**src/rtl/gmii_tx_speed_adapter.sv**
```systemverilog
// Byte-stream to GMII/MII transmit adapter: paces bytes (1G) or nibbles (100M, 1-in-5 strobe),
// switches speed only between frames and forces an inter-frame gap after every frame.
module gmii_tx_speed_adapter #(
  parameter int IPG_BYTES   = 12,
  parameter int CE_DIV_100M = 5
) (
  input  logic       tx_clk,
  input  logic       rst_n,
  input  logic       is_1g,
  input  logic [7:0] s_data,
  input  logic       s_valid,
  input  logic       s_last,
  output logic       s_ready,
  output logic [7:0] gtxd,
  output logic       gtx_en,
  output logic       gtx_ce,
  output logic       tx_underrun,
  output logic       busy
);

  localparam int IW = $clog2(2*IPG_BYTES+1);
  localparam logic [2:0]    DIV_END      = 3'(CE_DIV_100M-1);
  localparam logic [IW-1:0] IPG_END_1G   = IW'(IPG_BYTES-1);
  localparam logic [IW-1:0] IPG_END_100M = IW'(2*IPG_BYTES-1);

  typedef enum logic [1:0] {IDLE, DATA, IPG} state_t;

  state_t        state_q, state_d;
  logic          spd_meta_q, spd_meta_d, spd_s_q, spd_s_d;
  logic          mode_q, mode_d;
  logic [2:0]    div_cnt_q, div_cnt_d;
  logic [IW-1:0] ipg_cnt_q, ipg_cnt_d;
  logic [7:0]    buf_q, buf_d;
  logic          last_q, last_d;
  logic          phase_q, phase_d;
  logic          fin_q, fin_d;
  logic          uf_q, uf_d;
  logic [7:0]    gtxd_q, gtxd_d;
  logic          gtx_en_q, gtx_en_d;
  logic          gtx_ce_q, gtx_ce_d;
  logic          tx_underrun_q, tx_underrun_d;
  logic          tick, hs, end_frame, end_uf;

  always_comb begin
    tick = mode_q | (div_cnt_q == DIV_END);
    unique case (state_q)
      IDLE:    s_ready = tick;
      DATA:    s_ready = mode_q ? ~last_q : (tick & phase_q & ~last_q);
      default: s_ready = 1'b0;
    endcase
    hs = s_valid & s_ready;
  end

  always_comb begin
    state_d       = state_q;
    spd_meta_d    = is_1g;
    spd_s_d       = spd_meta_q;
    mode_d        = mode_q;
    ipg_cnt_d     = ipg_cnt_q;
    buf_d         = buf_q;
    last_d        = last_q;
    phase_d       = phase_q;
    fin_d         = fin_q;
    uf_d          = uf_q;
    gtxd_d        = gtxd_q;
    gtx_en_d      = gtx_en_q;
    gtx_ce_d      = tick;
    tx_underrun_d = 1'b0;
    end_frame     = 1'b0;
    end_uf        = 1'b0;

    // Speed may only follow the synchronizer while idle and not starting a frame this cycle.
    if (state_q == IDLE && !hs) mode_d = spd_s_q;

    if (mode_d != mode_q || mode_q || tick) div_cnt_d = 3'd0;
    else                                    div_cnt_d = div_cnt_q + 3'd1;

    unique case (state_q)
      IDLE: begin
        if (hs) begin
          state_d  = DATA;
          buf_d    = s_data;
          last_d   = s_last;
          phase_d  = 1'b1;
          fin_d    = 1'b0;
          uf_d     = 1'b0;
          gtx_en_d = 1'b1;
          gtxd_d   = mode_q ? s_data : {4'h0, s_data[3:0]};
        end
      end
      DATA: begin
        if (tick) begin
          if (mode_q) begin
            if (last_q || !s_valid) begin
              end_frame = 1'b1;
              end_uf    = ~last_q;
            end else begin
              gtxd_d = s_data;
              last_d = s_last;
            end
          end else if (phase_q) begin
            // High-nibble slot doubles as the fetch slot for the next byte.
            gtxd_d  = {4'h0, buf_q[7:4]};
            phase_d = 1'b0;
            if (last_q)       fin_d = 1'b1;
            else if (s_valid) begin
              buf_d  = s_data;
              last_d = s_last;
            end else          uf_d = 1'b1;
          end else begin
            if (fin_q || uf_q) begin
              end_frame = 1'b1;
              end_uf    = uf_q;
            end else begin
              gtxd_d  = {4'h0, buf_q[3:0]};
              phase_d = 1'b1;
            end
          end
        end
      end
      IPG: begin
        if (tick) begin
          if (ipg_cnt_q == (mode_q ? IPG_END_1G : IPG_END_100M)) begin
            state_d   = IDLE;
            ipg_cnt_d = '0;
          end else begin
            ipg_cnt_d = ipg_cnt_q + 1'b1;
          end
        end
      end
      default: state_d = IDLE;
    endcase

    if (end_frame) begin
      state_d       = IPG;
      ipg_cnt_d     = '0;
      gtx_en_d      = 1'b0;
      gtxd_d        = 8'h00;
      tx_underrun_d = end_uf;
    end
  end

  always_ff @(posedge tx_clk or negedge rst_n) begin
    if (!rst_n) begin
      state_q       <= IDLE;
      spd_meta_q    <= 1'b0;
      spd_s_q       <= 1'b0;
      mode_q        <= 1'b0;
      div_cnt_q     <= 3'd0;
      ipg_cnt_q     <= '0;
      buf_q         <= 8'h00;
      last_q        <= 1'b0;
      phase_q       <= 1'b0;
      fin_q         <= 1'b0;
      uf_q          <= 1'b0;
      gtxd_q        <= 8'h00;
      gtx_en_q      <= 1'b0;
      gtx_ce_q      <= 1'b0;
      tx_underrun_q <= 1'b0;
    end else begin
      state_q       <= state_d;
      spd_meta_q    <= spd_meta_d;
      spd_s_q       <= spd_s_d;
      mode_q        <= mode_d;
      div_cnt_q     <= div_cnt_d;
      ipg_cnt_q     <= ipg_cnt_d;
      buf_q         <= buf_d;
      last_q        <= last_d;
      phase_q       <= phase_d;
      fin_q         <= fin_d;
      uf_q          <= uf_d;
      gtxd_q        <= gtxd_d;
      gtx_en_q      <= gtx_en_d;
      gtx_ce_q      <= gtx_ce_d;
      tx_underrun_q <= tx_underrun_d;
    end
  end

  assign gtxd        = gtxd_q;
  assign gtx_en      = gtx_en_q;
  assign gtx_ce      = gtx_ce_q;
  assign tx_underrun = tx_underrun_q;
  assign busy        = (state_q != IDLE);

endmodule

```
**config.mk**
```make
export PLATFORM = sky130hd
export DESIGN_NAME = gmii_tx_speed_adapter
export DESIGN_NICKNAME = d
export VERILOG_FILES = /design/src/rtl/gmii_tx_speed_adapter.sv
export SDC_FILE = /design/constraint.sdc
export NUM_CORES = 1
export LEC_CHECK = 0
export CAP_MARGIN = 15
export CORE_MARGIN = 2
export CORE_UTILIZATION = 30
export CTS_CLUSTER_SIZE = 8
export DETAILED_ROUTE_END_ITERATION = 8
export PLACE_DENSITY_LB_ADDON = 0.25
export RECOVER_POWER = 100
export SLEW_MARGIN = 20
export SYNTH_ARGS = -nofsm -noshare
export SYNTH_HDL_FRONTEND = slang
export SYNTH_SLANG_ARGS = --single-unit
```
**constraint.sdc**
```tcl
create_clock -name tx_clk -period 1.92 [get_ports tx_clk]
set_clock_uncertainty 0.2 [all_clocks]
set_input_delay 0.384 -clock tx_clk [delete_from_list [all_inputs] [get_ports tx_clk]]
set_output_delay 0.384 -clock tx_clk [all_outputs]
set_load 0.005 [all_outputs]
```
==> reports/qor.txt <==
Setup crit start kind -> register
Worst R2R End -> last_q$_DFFE_PN0P_
Pre-Repair DR Iteration Count -> 6
Total Wirelength -> 4180 um
Sw Pwr -> 0.315 mW
Clock power frac -> 41.1%
R2R Setup Slk -> 20 ps
largest net degree at the start of global routing -> 20
Reg clk slew, reported paths -> 70 ps
Crit path buffers/inverters -> 2
Syn Nets -> 179
initial core utilization -> 30.8%
CTS tree -> done
Clock Path Buffers -> 2
IO Pins -> 26
RSZ-0062 raised after global routing -> true
TritonCTS Buffers -> 5
Core Area -> 0.00585 sq mm
WL/cell -> 14.2 um
CP max FO -> 2
fraction of registers with async set/reset -> 100%
outcome -> finished, final reports clean
pwr dens -> 549 mW/mm^2
CP endpoint kind -> primary output
Hold Vio Cnt, Final -> 0
layout cells sized above 1 -> 31.4%
Power Internal -> 1.07 mW
FF/Latch Area -> 903 sq um
Critical Path Sink -> s_ready
Setup TNS -> 0 ps
Antenna Cells -> 0
placed instance count -> 281
Max Cap Viol -> 0
worst skew pair latency -> 290 ps
CP required -> 1340 ps
PortBufs -> 25
Root Driver -> clkbuf_8
die width -> 81.6 um
Synth Flop Type -> dfrtp_1
Max Clock Freq -> 523 MHz
Top delay family on crit path -> flip-flops
worst r2r path cells -> 7
grt ovf -> 0
Post-Place Worst Slack -> -106 ps
Hold/Removal Path Class -> register to register
Core Util, Final -> 43.2%
Filler cells -> 551
Critical Path Start -> div_cnt_q[1]$_DFF_PN0_
Avg Cell Area, Syn -> 11.1 sq um
Slew HR -> 63.1%
reg2reg start -> div_cnt_q[1]$_DFF_PN0_
CP arrival -> 1330 ps
Worst Setup Path Type -> register to primary output
Design Area, Final -> 0.00253 sq mm
Seq pwr share -> 54.8%
Layout Cells excl Fill -> 295
Synth Instances -> 163
hold path start -> spd_meta_q$_DFF_PN0_
hold slack -> 163 ps
flops & latches, synth -> 36
Detail Route Antenna Nets -> 0
Mapped Area -> 0.00180 sq mm
VDD IR max -> 304 uV
Period minus WS final -> 1910 ps
CP cell instances -> inv_1, ha_2, a21oi_4, nor2_4, and2_4, buf_6
Nets -> 235
register area share after synthesis -> 49.9%
Avg Vias per Cell -> 4.85
H-tree depth -> 2
GRT Resource Usage Total -> 13.7%
placed inst area -> 0.00232 sq mm
Largest stage delay, worst path -> 340 ps
GP Congestion -> 0.805
area grow syn2layout -> 40.2%
footprint of the multi-input gates -> 896 sq um
count of clock tree sinks -> 36
switch share -> 22.7%
Comb power frac -> 4.1%
Worst path depth -> 6
Setup Viol. Count Final -> 0
library cells used by synthesis -> 44
Post-synth EDFFs -> 0
initial antenna violation count -> 0
first-pass GRT wire length -> 6830 um
YS warnings -> 0
Leak -> 1.15 nW
vias -> 1,431
CP max stage cell -> dfrtp_1
Power Total -> 1.39 mW
HPWL after detailed placement -> 2940 um
standard-cell rows -> 28
Initial DRC Count -> 63
max-slew violations -> 0
fin crit share -> 99.5%
drt drc -> 0
Final WS setup -> 9.58 ps
Slew @ Worst Pin -> 548 ps
Die Area -> 0.00665 sq mm
vias in the first global route -> 1,432
Die Height -> 81.6 um
-- worst register-to-register path, stage by stage (launching register included) --
cell and delay (ps):
dfrtp_1 380, inv_1 60, ha_2 200, a21oi_4 70, buf_6 120, or3_4 400, nand2b_4 180, a22o_1 180
-- cells in the mapped netlist (2+ instances only) --
master    count  area (sq um)
nand3b_1      2          15.0
nor4bb_1      2          20.0
nand2b_1      5          31.3
nor2_1       11          41.3
inv_1         6          22.5
ha_1          3          37.5
buf_6         2          22.5
or2_2         2          12.5
o31ai_2       4          50.1
nor2b_1       2          12.5
a31oi_1       3          18.8
nand3_1       2          10.0
nand2_1      19          71.3
buf_2         5          25.0
dfrtp_1      36           901
a21oi_1       3          15.0
a22o_1        6          52.6
o21ai_0      10          50.1
a22oi_1       3          22.5
and3_1        2          12.5
mux2_4        8           120
mux2i_1       5          50.1
-- area by class of cell --
| type | instances | share of cell area [%] |
|---|---|---|
| Sequential cell | 36 | 35.7 |
| Multi-Input combinational cell | 113 | 35.4 |
| Timing Repair Buffer | 57 | 20.6 |
| Tap cell | 75 | 3.71 |
| Clock buffer | 6 | 3.26 |
| Inverter | 6 | 0.890 |
| Clock inverter | 2 | 0.396 |
-- logic make-up (layout without fill, tap and decap cells) --
group           count (synthesis)  after routing  share of synthesized area [%]
buf+inv                        14             71                           4.30
flops                          36             36                           49.9
simple gates                   55             55                           16.2
fa+ha+maj                       3              3                           2.08
mux                            14             14                           10.1
xor+xnor                        1              1                          0.486
compound gates                 40             40                           17.0
-- timing repair --
action	CTS	global route
pin swaps	4	6
hold endpoints to repair	18	0
gates resized for setup	15	12
buffers inserted	3	2
hold buffers	1	0
endpoints found under the setup margin	13	20
-- metal layers --
layer  share of wire [%]  vias to the layer above  track usage (%)
met1                  47                      697             17.3
met5                   0                        -                0
li1                    -                      696                -
met4                 1.4                        0             5.25
met3                 4.1                        8             3.63
met2                  47                       30             22.4
-- placed cells by master, fill, tap and decap left out, types with 5 or more instances in the layout --
master	n
dfrtp_1	34
buf_4	21
nand2_1	17
dlygate4sd3_1	13
nor2_1	11
o21ai_0	10
clkdlybuf4s50_1	10
mux2_4	8
inv_1	6
a22o_1	6
clkbuf_8	6
nand2b_1	5
mux2i_1	5
-- power by group through the flow --
| stage | Sequential, mW | Combinational, mW | Clock (mW) |
|---|---|---|---|
| after floorplan | 0.775 | 0.00525 | 0 |
| after CTS | 0.761 | 0.0617 | 0.589 |
| after global routing | 0.761 | 0.0641 | 0.625 |
| after detailed placement | 0.775 | 0.0597 | 0 |
| final | 0.761 | 0.0573 | 0.570 |
| after global placement | 0.776 | 0.0598 | 0 |
-- state kept, by name (all words and copies together), names as in the netlist, 2 cells and up --
name,cells
gtxd,8
div_cnt_q,3
state_q,2
ipg_cnt_q,5
buf_q,8
-- worst min-delay path by stage --
stage,cells past startpoint,slack [ps],to
6_report,0,160,spd_s_q$_DFF_PN0_
5_1_grt,0,180,spd_s_q$_DFF_PN0_
4_1_cts,0,160,spd_s_q$_DFF_PN0_
3_5_place_dp,0,140,spd_s_q$_DFF_PN0_
3_3_place_gp,0,150,spd_s_q$_DFF_PN0_
2_1_floorplan,0,-110,buf_q[0]$_DFFE_PN0P_
No activity file was read; power rests on OpenSTA's default activity.
